`config.mk`:
```
export PLATFORM = sky130hd
export DESIGN_NAME = dsm_dac_mod_flat
export DESIGN_NICKNAME = d
export VERILOG_FILES = /design/src/rtl/dsm_pkg.sv /design/src/rtl/dsm_dac_mod_if.sv /design/src/rtl/dsm_sat_integrator.sv /design/src/rtl/dsm_dac_mod.sv /design/src/flat_wrapper.sv
export SDC_FILE = /design/constraint.sdc
export NUM_CORES = 1
export LEC_CHECK = 0
export CAP_MARGIN = 20
export CORE_MARGIN = 2
export CORE_UTILIZATION = 34
export CTS_CLUSTER_SIZE = 20
export DETAILED_ROUTE_END_ITERATION = 6
export HOLD_SLACK_MARGIN = 0.12
export PLACE_DENSITY = 0.55
export SYNTH_ARGS = -nofsm -noshare
export SYNTH_HDL_FRONTEND = slang
export SYNTH_SLANG_ARGS = --single-unit
```
`constraint.sdc`:
```
create_clock -name i_clk -period 4.7 [get_ports i_clk]
set_input_delay 0.94 -clock i_clk [delete_from_list [all_inputs] [get_ports i_clk]]
set_output_delay 0.94 -clock i_clk [all_outputs]
set_load 0.01 [all_outputs]
```
`src/rtl/dsm_pkg.sv`:
```
// Shared types and helpers for the delta-sigma DAC modulator.
package dsm_pkg;

  localparam int ORDER_MIN = 1;
  localparam int ORDER_MAX = 2;

  // Working width of the clamp helper; callers sign-extend into it.
  localparam int SAT_W = 64;

  typedef enum logic {
    IDLE = 1'b0,
    RUN  = 1'b1
  } state_e;

  // Signed add clamped to the range of a 'width'-bit two's complement value.
  // Operands must already be small enough that a + b cannot wrap SAT_W bits.
  function automatic logic signed [SAT_W-1:0] sat_add(
    input logic signed [SAT_W-1:0] a,
    input logic signed [SAT_W-1:0] b,
    input int                      width
  );
    logic signed [SAT_W-1:0] sum;
    logic signed [SAT_W-1:0] hi;
    logic signed [SAT_W-1:0] lo;
    sum = a + b;
    hi  = (64'sd1 <<< (width - 1)) - 64'sd1;
    lo  = -(64'sd1 <<< (width - 1));
    if (sum > hi) return hi;
    if (sum < lo) return lo;
    return sum;
  endfunction

endpackage

```
`src/rtl/dsm_dac_mod_if.sv`:
```
// Sample-side handshake bundle: source drives osr/data/valid, DAC returns ready.
interface dsm_dac_mod_if #(
  parameter int DATA_WIDTH = 16,
  parameter int OSR_WIDTH  = 8
);
  logic [OSR_WIDTH-1:0]         osr;
  logic signed [DATA_WIDTH-1:0] data;
  logic                         valid;
  logic                         ready;

  modport master (output osr, output data, output valid, input ready);
  modport slave  (input osr, input data, input valid, output ready);
endinterface

```
`src/rtl/dsm_sat_integrator.sv`:
```
// One saturating integrator stage; flags when the clamp engaged this cycle.
module dsm_sat_integrator
  import dsm_pkg::*;
#(
  parameter int ACC_WIDTH = 20,
  parameter int IN_WIDTH  = 21
) (
  input  logic                        clk,
  input  logic                        rst,
  input  logic                        en,
  input  logic signed [IN_WIDTH-1:0]  addend,
  output logic signed [ACC_WIDTH-1:0] acc,
  output logic                        sat
);

  logic signed [SAT_W-1:0] acc_ext;
  logic signed [SAT_W-1:0] add_ext;
  logic signed [SAT_W-1:0] raw_sum;
  logic signed [SAT_W-1:0] clamped;

  // Wide sum and its clamped value; sat when the two differ.
  always_comb begin
    acc_ext = {{(SAT_W-ACC_WIDTH){acc[ACC_WIDTH-1]}}, acc};
    add_ext = {{(SAT_W-IN_WIDTH){addend[IN_WIDTH-1]}}, addend};
    raw_sum = acc_ext + add_ext;
    clamped = sat_add(acc_ext, add_ext, ACC_WIDTH);
    sat     = (clamped != raw_sum);
  end

  // Accumulator register, frozen when not enabled.
  always_ff @(posedge clk) begin
    if (rst) begin
      acc <= '0;
    end else if (en) begin
      acc <= clamped[ACC_WIDTH-1:0];
    end
  end

endmodule

```
`src/rtl/dsm_dac_mod.sv`:
```
// 1st/2nd-order delta-sigma DAC modulator with held-sample input register.
//
//   state | meaning
//   IDLE  | no sample accepted since reset; modulator runs on x = 0
//   RUN   | at least one sample accepted; starved cycles flag underrun
module dsm_dac_mod
  import dsm_pkg::*;
#(
  parameter int DATA_WIDTH   = 16,
  parameter int ORDER        = 2,
  parameter int OSR_WIDTH    = 8,
  parameter int ACC_WIDTH    = DATA_WIDTH + 4,
  parameter int FEEDBACK_MAG = 1 << (DATA_WIDTH - 1)
) (
  input  logic        i_clk,
  input  logic        i_rst,
  input  logic        i_en,
  dsm_dac_mod_if.slave smp,
  output logic        o_dac_bitstream,
  output logic        o_underrun,
  output logic        o_overload
);

  if (ORDER < ORDER_MIN || ORDER > ORDER_MAX) begin : g_bad_order
    $error("dsm_dac_mod: ORDER must be 1 or 2");
  end
  if (ACC_WIDTH < DATA_WIDTH + 3) begin : g_bad_acc
    $error("dsm_dac_mod: ACC_WIDTH must be at least DATA_WIDTH+3");
  end

  // One extra bit so acc1 - 2*y never wraps before the clamp sees it.
  localparam int IN_WIDTH = ACC_WIDTH + 1;
  localparam logic signed [IN_WIDTH-1:0] FB = IN_WIDTH'(FEEDBACK_MAG);

  state_e                       state;
  logic signed [DATA_WIDTH-1:0] x_reg;
  logic [OSR_WIDTH-1:0]         cnt;
  logic signed [ACC_WIDTH-1:0]  acc [ORDER];
  logic [ORDER-1:0]             sat;
  logic                         q;
  logic signed [IN_WIDTH-1:0]   y;
  logic                         accept;

  assign q               = ~acc[ORDER-1][ACC_WIDTH-1];
  assign y               = q ? FB : -FB;
  assign o_dac_bitstream = q;
  assign smp.ready       = i_en && (cnt == '0);
  assign accept          = smp.valid && smp.ready;
  assign o_underrun      = !i_rst && i_en && (state == RUN) && (cnt == '0) && !smp.valid;

  for (genvar g = 0; g < ORDER; g++) begin : g_int
    logic signed [IN_WIDTH-1:0] addend;
    if (g == 0) begin : g_first
      assign addend = {{(IN_WIDTH-DATA_WIDTH){x_reg[DATA_WIDTH-1]}}, x_reg} - y;
    end else begin : g_next
      assign addend = {acc[g-1][ACC_WIDTH-1], acc[g-1]} - (y <<< 1);
    end
    dsm_sat_integrator #(
      .ACC_WIDTH (ACC_WIDTH),
      .IN_WIDTH  (IN_WIDTH)
    ) u_int (
      .clk    (i_clk),
      .rst    (i_rst),
      .en     (i_en),
      .addend (addend),
      .acc    (acc[g]),
      .sat    (sat[g])
    );
  end

  // Sample register, oversampling hold counter and idle/run state.
  always_ff @(posedge i_clk) begin
    if (i_rst) begin
      state <= IDLE;
      x_reg <= '0;
      cnt   <= '0;
    end else if (i_en) begin
      if (accept) begin
        state <= RUN;
        x_reg <= smp.data;
        cnt   <= (smp.osr == '0) ? '0 : smp.osr - OSR_WIDTH'(1);
      end else if (cnt != '0) begin
        cnt <= cnt - OSR_WIDTH'(1);
      end
    end
  end

  // Overload pulse one cycle after any integrator clamped.
  always_ff @(posedge i_clk) begin
    if (i_rst) begin
      o_overload <= 1'b0;
    end else begin
      o_overload <= i_en && (|sat);
    end
  end

endmodule
```
`src/flat_wrapper.sv`:
```
// flat-port wrapper written by rule: the top's interface ports become plain ports
module dsm_dac_mod_flat import dsm_pkg::*;
#(
  parameter int DATA_WIDTH   = 16,
  parameter int ORDER        = 2,
  parameter int OSR_WIDTH    = 8,
  parameter int ACC_WIDTH    = DATA_WIDTH + 4,
  parameter int FEEDBACK_MAG = 1 << (DATA_WIDTH - 1)
)
  (i_clk, i_rst, i_en, o_dac_bitstream, o_underrun, o_overload, smp_osr, smp_data, smp_valid, smp_ready);
  dsm_dac_mod_if #(.DATA_WIDTH(DATA_WIDTH), .OSR_WIDTH(OSR_WIDTH)) smp_i ();
  input  logic i_clk;
  input  logic i_rst;
  input  logic i_en;
  output logic o_dac_bitstream;
  output logic o_underrun;
  output logic o_overload;
  input wire logic [$bits(smp_i.osr)-1:0] smp_osr;
  input wire logic [$bits(smp_i.data)-1:0] smp_data;
  input wire logic [$bits(smp_i.valid)-1:0] smp_valid;
  output wire logic [$bits(smp_i.ready)-1:0] smp_ready;
  assign smp_i.osr = smp_osr;
  assign smp_i.data = smp_data;
  assign smp_i.valid = smp_valid;
  assign smp_ready = smp_i.ready;
  dsm_dac_mod #(.DATA_WIDTH(DATA_WIDTH), .ORDER(ORDER), .OSR_WIDTH(OSR_WIDTH), .ACC_WIDTH(ACC_WIDTH), .FEEDBACK_MAG(FEEDBACK_MAG)) u_core (.i_clk(i_clk), .i_rst(i_rst), .i_en(i_en), .smp(smp_i), .o_dac_bitstream(o_dac_bitstream), .o_underrun(o_underrun), .o_overload(o_overload));
endmodule
```
==> impl_metrics.toml, run 1 <==
[outcome]
status = "complete, no violations"

[timing]
relSlewSlack_pct = 31.5
min_period_ns = 3.61
fin_skew_ns = 0.00853
hold_ws_ns = 0.461
tns_ns = 0
clock.fmax_mhz = 277
worst_pin_slew_ns = 1.03
finalHoldViolCount = 0
period_share_pct = 76.7
drv_slew = 0
setup_viol = 0
rsz0062_at_grt = "false"

[layout]
layout.nets = 734
drive_gt1_share_pct = 8.35
diodes = 0
syn_to_final_growth_pct = 13.7
largest_reg_flops = 40
stdcell_area_um2 = 5790

[setup_path]
cp.arrival_ns = 3.87
critical-path-top-delay-family = "compound AO/OA/AOI/OAI gates"
cp-start-kind = "flop"
slowest_stage = "a311oi_4"
cpPeakStageDelay_ns = 0.89
crit_path_frequent_cell = "ha_1"
crit_path_end_kind = "flop"
reg2reg_from = "u_core.g_int[1].u_int.acc[19]"
path_cells = "inv_1 -> ha_1 -> xnor2_1 -> ha_1 -> a211oi_1 -> o2bb2ai_1 -> a31o_2 -> o21ai_4 -> and3b_1 -> a311oi_4 -> a31oi_1 -> nor3_1"
worst-r2r-setup-slack_ns = 1.09
cp_num_buf_inv = 1
critPathKind = "reg -> reg"
critPathLaunch = "u_core.g_int[1].u_int.acc[19]"
cp_max_fo = 18
critical_path_required_ns = 4.97

[clocking]
holdBufCountCts = 0
post_cts_resized = 0
path_clk_slew_ns = 0.06
insertion_delay_ns = 0.34
htree_levels = 3
cts_buffer_depth = 2
cts_tree = "built"
cts_sinks = 66
postCtsSetupBuffers = 0
cts_root_buf = "clkbuf_16"
cts_buffers = 9

[run]
cap_violations = 0

[global_route]
grt_pass1_vias = 4394
grt_pass1_wl_um = 21500
grt-ovfl-total = 0
gr-usage-all-layers_pct = 16.3
grt_antenna_before_repair = 0
grt_max_degree = 59

[route]
drc = 0
ant_nets = 0
wl_um = 12500
drtIter0Drc = 318
wl_per_cell_um = 14.9
vias_per_cell = 5.37
dr.pass1.iters = 4
vias = 4526

[pwr]
p_per_area_nw_per_um2 = 862
p_leak_nw = 2.36
max-vdd-ir-drop_mv = 0.508

[synthesis]
async_flop_share_pct = 0
synth_area_leaders = "dfxtp_1 (26%), ha_1 (12%), a21oi_1 (5.9%)"
synth_edf_count = 0
yosysMostFrequentCell = "nand2_1"
synth_area_leader_cell = "dfxtp_1"
synth.avg_cell_area_um2 = 8.04
ys_ff_latch = 66
synth_ff_type = "dfxtp_1"
synth_fp_nets = 714
yosysSeqAreaShare_pct = 25.9
ys_warn_count = 0
ys_types = 70
netlist_area_um2 = 5100
synthCells = 634
yosys-top-cells-count = "nand2_1 (68), dfxtp_1 (66), nor2_1 (65), a21oi_1 (60), ha_1 (49)"
yosys.area.top_type_share_pct = 25.9

[placed_design]
dpl.hpwl_um = 9430
portBuffers = 31
place_area_um2 = 5510
place_congestion = 0.953

[die]
start_util_pct = 34.9
core_area_um2 = 14600
num_io_pins = 32
rows = 44
die_x_um = 126
die_y_um = 126
dieArea_um2 = 16000

[hold_path]
hold_path.class = "reg -> reg"
hold_start = "u_core.x_reg[0]"
cell families (layout without fill, tap and decap cells):
kind of cell	count (synthesis)	after routing	share of synthesized area (%)
buffers and inverters	46	71	4.17
xor gates and xnor gates	43	43	7.39
and+or+nand+nor	222	222	21.2
DFF	66	66	25.9
AOI/OAI and AO/OA	200	200	27.1
adders and majority gates	53	53	13.4
muxes	4	4	0.810
routing by layer:
| layer | GRT usage (%) | vias to the layer above | part of all wire [%] | routed length (um) |
|---|---|---|---|---|
| li1 | - | 2353 | - | - |
| met1 | 23.2 | 2098 | 52 | 6500 |
| met2 | 25.4 | 62 | 44 | 5460 |
| met3 | 2.36 | 13 | 3.1 | 384 |
| met4 | 5.56 | 0 | 1.5 | 182 |
| met5 | 0 | - | 0 | 0 |
tightest hold or removal path, delay by kind of cell (launching register included):
kind            cells  cell delay (ns)
simple gates        1             0.05
flops               1             0.31
compound gates      1             0.05
placed cells by master (no fill, tap or decap), drive strengths merged, types with 8 or more instances in the layout:
| cell type | instances |
|---|---|
| clkdlybuf4s50 | 29 |
| nand3 | 15 |
| dfxtp | 66 |
| nand2 | 68 |
| nor2 | 65 |
| o21ai | 31 |
| clkbuf | 13 |
| xor2 | 16 |
| xnor2 | 27 |
| o21bai | 8 |
| a21o | 17 |
| ha | 49 |
| nor3 | 32 |
| a211oi | 16 |
| a31oi | 9 |
| inv | 22 |
| a21oi | 72 |
through the flow:
| stage | utilization (%) | setup WS (ns) | total power, mW | std cells |
|---|---|---|---|---|
| 6_report | 39.7 | 1.09 | 4.99 | 843 |
| 5_1_grt | 39.7 | 0.718 | 5.45 | 843 |
| 4_1_cts | 39.7 | 1.08 | 5.02 | 843 |
| 3_5_place_dp | 37.8 | 1.11 | 4.34 | 827 |
| 3_3_place_gp | 37.8 | 1.14 | 4.26 | 827 |
| 2_1_floorplan | - | 1.63 | 3.69 | 634 |
final timing paths:
| path | cells past startpoint | endpoint |
|---|---|---|
| max | 12 | u_core.g_int[0].u_int.acc[2] |
| max reg2reg | 12 | u_core.g_int[0].u_int.acc[2] |
| min reg2reg | 2 | u_core.x_reg[0] |
| min | 2 | u_core.x_reg[0] |
cell type report:
class	count	area, um2
timing repair buffer	33	315
fill	1476	8800
inverter	22	82.6
clock inverter	3	40.0
multi-input combinational	522	3560
clock buffer	13	240
tap	184	230
sequential	66	1320
power by group:
group,switching (mW),internal (mW),leakage (nW)
logic,2.02,1.35,1.67
registers,0.190,0.764,0.544
clock network,0.251,0.410,0.138
total,2.46,2.53,2.36
Power figures use the tool's default switching activity.
==> run 2, diff against run 1 <==
==> constraint.sdc (replaced) <==
create_clock -name i_clk -period 3.7 [get_ports i_clk]
set_input_delay 0.74 -clock i_clk [delete_from_list [all_inputs] [get_ports i_clk]]
set_output_delay 0.74 -clock i_clk [all_outputs]
set_load 0.01 [all_outputs]
==> impl_metrics.toml, run 2 (synthesis gave the netlist of run 1 again) <==
[outcome]
status = "complete, no violations"

[placed_design]
place_area_um2 = 5620
portBuffers = 31
place_congestion = 0.869
dpl.hpwl_um = 9870

[global_route]
grt-ovfl-total = 0
grt_pass1_vias = 4422
gr-usage-all-layers_pct = 17.2
grt_max_degree = 59
grt_antenna_before_repair = 0
grt_pass1_wl_um = 22400

[setup_path]
r2r_cells = 14
critPathKind = "reg -> reg"
cpPeakStageDelay_ns = 0.38
cp.arrival_ns = 3.63
cp-start-kind = "flop"
critical-path-top-delay-family = "compound AO/OA/AOI/OAI gates"
slowest_stage = "dfxtp_1"
critical_path_required_ns = 3.89
reg2reg_from = "u_core.g_int[1].u_int.acc[19]"
cp_max_fo = 10
path_cells = "inv_1 -> buf_4 -> ha_1 -> a21o_1 -> a21oi_1 -> xnor2_1 -> ha_1 -> and3_1 -> a311oi_1 -> o31a_1 -> xnor2_1 -> a21o_2 -> o21bai_4 -> a211oi_1"
timing.critical_path.depth = 14
crit_path_end_kind = "flop"
cp_num_buf_inv = 2
worst-r2r-setup-slack_ns = 0.26
r2r_end = "u_core.g_int[1].u_int.acc[13]"

[die]
core_area_um2 = 14600
die_y_um = 126
num_io_pins = 32
start_util_pct = 34.9
die_x_um = 126
dieArea_um2 = 16000
rows = 44

[route]
routed.top_layer = "met4"
vias = 4628
met1_length_um = 6690
ant_nets = 0
drc = 0
drtIter0Drc = 201
vias_per_cell = 5.40
wl_per_cell_um = 15.5
dr.pass1.iters = 4
wl_um = 13300
wl_met2_um = 5900
wl_met3_um = 520

[clocking]
cts_buffers = 9
holdBufCountCts = 0
cts_sinks = 66
cts_tree = "built"
insertion_delay_ns = 0.35
htree_levels = 3
cts_root_buf = "clkbuf_16"
path_clk_slew_ns = 0.06
cts_buffer_depth = 2

[run]
cap_violations = 0

[layout]
syn_to_final_growth_pct = 16.1
drive_gt1_share_pct = 11.1
mostFrequentLayoutCells = "nand2_1 (68), dfxtp_1 (66), nor2_1 (65), a21oi_1 (60), ha_1 (49)"
final_common_cell = "nand2_1"
layout.nets = 749
largest_reg_flops = 40
stdcell_area_um2 = 5910
diodes = 0

[hold_path]
hold_start = "u_core.x_reg[11]"
hold_end = "u_core.x_reg[11]"
hold_depth = 2
hold_path.class = "reg -> reg"

[timing]
period_share_pct = 92.9
fin_skew_ns = 0.00761
min_period_ns = 3.44
clock.fmax_mhz = 291
finalHoldViolCount = 0
setup_viol = 0
tns_ns = 0
worst_pin_slew_ns = 0.765
relSlewSlack_pct = 48.6
drv_slew = 0

[pwr]
p_per_area_nw_per_um2 = 1110
p_leak_nw = 2.41
max-vdd-ir-drop_mv = 0.437
==> run 2: cell types whose count changed in the layout (fill, tap and decap cells not counted), sizes merged <==
cell and change:
buf +15, bufinv -1, clkbuf -4, clkinv -1, clkinvlp +4, inv +1
==> run 2: report_power, final <==
part / switching, mW / internal, mW / leakage, nW
Sequential: 0.229 / 0.970 / 0.544
Combinational: 2.68 / 1.88 / 1.75
Clock: 0.358 / 0.451 / 0.120
Total: 3.27 / 3.30 / 2.41
==> run 2: metrics by stage <==
stage | setup WS, ns | utilization, % | total power [mW] | hold WS, ns | instances
after floorplan | 0.628 | - | 4.69 | 0.432 | 634
after global placement | 0.132 | 38.4 | 5.59 | 0.443 | 840
after detailed placement | 0.0899 | 38.6 | 5.71 | 0.458 | 841
after CTS | 0.0722 | 40.4 | 6.56 | 0.466 | 856
after global routing | -0.00285 | 40.5 | 7.19 | 0.489 | 857
final | 0.262 | 40.5 | 6.57 | 0.464 | 857
==> run 2: worst min-delay path: stages, from the launching register on <==
cell and delay [ns]:
dfxtp_1 0.31, nand2_1 0.05, a21oi_1 0.05
==> run 2: timing repair <==
action / in CTS / in global routing
buffers inserted: 0 / 0
resized for setup: 0 / 3
endpoints found under the setup margin: 0 / 12
==> run 2: cell type report <==
type / instances / area [um2]
sequential: 66 / 1320
inverter: 22 / 82.6
multi-input combinational: 522 / 3570
clock buffer: 9 / 225
tap: 184 / 230
clock inverter: 6 / 43.8
fill: 1476 / 8670
timing repair buffer: 48 / 439
==> run 2: metal layers <==
| metal | global-route usage, % | vias up |
|---|---|---|
| met2 | 27.2 | 77 |
| li1 | - | 2378 |
| met1 | 24.1 | 2159 |
| met4 | 5.75 | 0 |
| met3 | 2.24 | 14 |
| met5 | 0 | - |
==> run 2: worst max-delay path by stage <==
| stage | startpoint | end | slack [ns] |
|---|---|---|---|
| global placement | u_core.g_int[1].u_int.acc[19] | u_core.g_int[1].u_int.acc[14] | 0.13 |
| floorplan | u_core.g_int[1].u_int.acc[19] | u_core.g_int[1].u_int.acc[11] | 0.63 |
| finish | u_core.g_int[1].u_int.acc[19] | u_core.g_int[1].u_int.acc[13] | 0.26 |
| CTS | u_core.g_int[1].u_int.acc[19] | u_core.g_int[1].u_int.acc[11] | 0.07 |
| detailed placement | u_core.g_int[1].u_int.acc[19] | u_core.g_int[1].u_int.acc[11] | 0.09 |
| global route | u_core.g_int[1].u_int.acc[19] | u_core.g_int[1].u_int.acc[12] | -0.003 |
==> run 3, diff against run 2 <==
--- a/config.mk
+++ b/config.mk
@@ -6,12 +6,14 @@
 export NUM_CORES = 1
 export LEC_CHECK = 0
 export CAP_MARGIN = 20
+export CELL_PAD_IN_SITES_DETAIL_PLACEMENT = 0
+export CELL_PAD_IN_SITES_GLOBAL_PLACEMENT = 2
 export CORE_MARGIN = 2
 export CORE_UTILIZATION = 34
 export CTS_CLUSTER_SIZE = 20
 export DETAILED_ROUTE_END_ITERATION = 6
 export HOLD_SLACK_MARGIN = 0.12
-export PLACE_DENSITY = 0.55
+export PLACE_DENSITY = 0.8
 export SYNTH_ARGS = -nofsm -noshare
 export SYNTH_HDL_FRONTEND = slang
 export SYNTH_SLANG_ARGS = --single-unit
==> impl_metrics.toml, run 3 (synthesis gave the netlist of run 1 again) <==
[route]
wl_um = 13400
drtIter0Drc = 220
wl_per_cell_um = 15.6
vias = 4610
dr.pass1.iters = 4
wl_met2_um = 5890
ant_nets = 0
drc = 0
met1_length_um = 6810
vias_per_cell = 5.36
routed.top_layer = "met4"
wl_met3_um = 447

[layout]
layout.nets = 751
fill_cells = 1452
largest_reg_flops = 40
diodes = 0
drive_gt1_share_pct = 11.7
syn_to_final_growth_pct = 17.5
mostFrequentLayoutCells = "nand2_1 (68), dfxtp_1 (66), nor2_1 (65), a21oi_1 (60), ha_1 (49)"
final_cells = 860
seq_area_um2 = 1320
final_common_cell = "nand2_1"
utilization_pct = 41.1
multi_input_area_um2 = 3580

[pwr]
p_per_area_nw_per_um2 = 1140
swShare_pct = 48.3
p_clk_share_pct = 13.4
max-vdd-ir-drop_mv = 0.541
pwr-share-comb_pct = 69.0
seqPwrFrac_pct = 17.6
p_leak_nw = 2.45
p_int_mw = 3.54
power.switching_mw = 3.30

[setup_path]
cp-start-kind = "flop"
r2r_end = "u_core.g_int[1].u_int.acc[16]"
crit_path_end_kind = "flop"
critPathLaunch = "u_core.g_int[1].u_int.acc[19]"
worst-r2r-setup-slack_ns = 0.25
cp.arrival_ns = 3.64
r2r_cells = 14
cp_max_fo = 10
critPathKind = "reg -> reg"
reg2reg_from = "u_core.g_int[1].u_int.acc[19]"
critical_path_required_ns = 3.89

[global_route]
grt-ovfl-total = 0
grt_pass1_vias = 4592
gr-usage-all-layers_pct = 17.1
grt_max_degree = 59
grt_antenna_before_repair = 0
grt_pass1_wl_um = 22500

[timing]
worst_pin_slew_ns = 1.01
setup_viol = 0
rsz0062_at_grt = "true"
min_period_ns = 3.45
fin_skew_ns = 0.00895
relSlewSlack_pct = 32.4
tns_ns = 0
finalHoldViolCount = 0
period_share_pct = 93.3
drv_slew = 0
clock.fmax_mhz = 290

[clocking]
cts_sinks = 66
cts_buffers = 9
cts_buffer_depth = 2
htree_levels = 3
insertion_delay_ns = 0.34
cts_root_buf = "clkbuf_16"
path_clk_slew_ns = 0.06
holdBufCountCts = 0
cts_tree = "built"

[placed_design]
post-place-cells = 840
portBuffers = 31
place_congestion = 0.850
dpl.hpwl_um = 10100

[hold_path]
hold_path.class = "reg -> reg"
hold_start = "u_core.x_reg[10]"
hold_depth = 2
hold_end = "u_core.x_reg[10]"

[die]
core_area_um2 = 14600
rows = 44
start_util_pct = 34.9
die_x_um = 126
num_io_pins = 32
dieArea_um2 = 16000
die_y_um = 126

[run]
cap_violations = 0

[outcome]
status = "complete, no violations"
[run 3: power by group through the flow]
stage	clock network [mW]	logic, mW	registers [mW]
after floorplan	0	3.57	1.12
after global placement	0	4.43	1.21
after detailed placement	0	4.48	1.22
after CTS	0.930	4.50	1.20
after global routing	0.963	5.23	1.24
final	0.913	4.72	1.21
[run 3: worst max path at each step]
| stage | slack (ns) | end |
|---|---|---|
| floorplan | 0.63 | u_core.g_int[1].u_int.acc[11] |
| global placement | 0.14 | u_core.g_int[1].u_int.acc[14] |
| detailed placement | 0.12 | u_core.g_int[1].u_int.acc[11] |
| CTS | 0.08 | u_core.g_int[1].u_int.acc[11] |
| global route | 0.0008 | u_core.g_int[1].u_int.acc[16] |
| finish | 0.25 | u_core.g_int[1].u_int.acc[16] |
[run 3: per-stage QoR]
stage | power [mW] | hold slack, ns | worst slack [ns] | cell area (um2)
floorplan | 4.69 | 0.432 | 0.628 | 5100
global placement | 5.64 | 0.449 | 0.140 | 5610
detailed placement | 5.70 | 0.453 | 0.122 | 5610
CTS | 6.63 | 0.463 | 0.0825 | 5930
global route | 7.43 | 0.485 | 0.000776 | 5990
finish | 6.84 | 0.460 | 0.246 | 5990
[run 3: routing by layer]
layer	track usage, %	vias up
met5	0	-
met4	7.30	0
met3	2.45	24
met2	26.4	84
met1	23.9	2118
li1	-	2384
[run 3: area by class of cell]
class | instances | share of cell area (%)
multi-input combinational | 522 | 59.8
sequential | 66 | 22.1
timing repair buffer | 50 | 7.60
clock buffer | 13 | 4.51
tap | 184 | 3.84
inverter | 22 | 1.38
clock inverter | 3 | 0.773
[run 3: repair_timing]
item | in CTS | in global routing
buffers inserted | 0 | 4
resized for setup | 0 | 5
setup endpoints to repair | 0 | 13
[run 3: worst max-delay path, cell delays in order (launching register included)]
cell and delay (ns):
dfxtp_1 0.38, inv_1 0.09, buf_4 0.16, ha_1 0.29
a21o_1 0.18, a21oi_1 0.17, xnor2_1 0.14, ha_1 0.30
and3_1 0.22, a311oi_1 0.29, o31a_1 0.27, xnor2_1 0.13
a21o_2 0.31, o21bai_4 0.29, a211oi_1 0.08
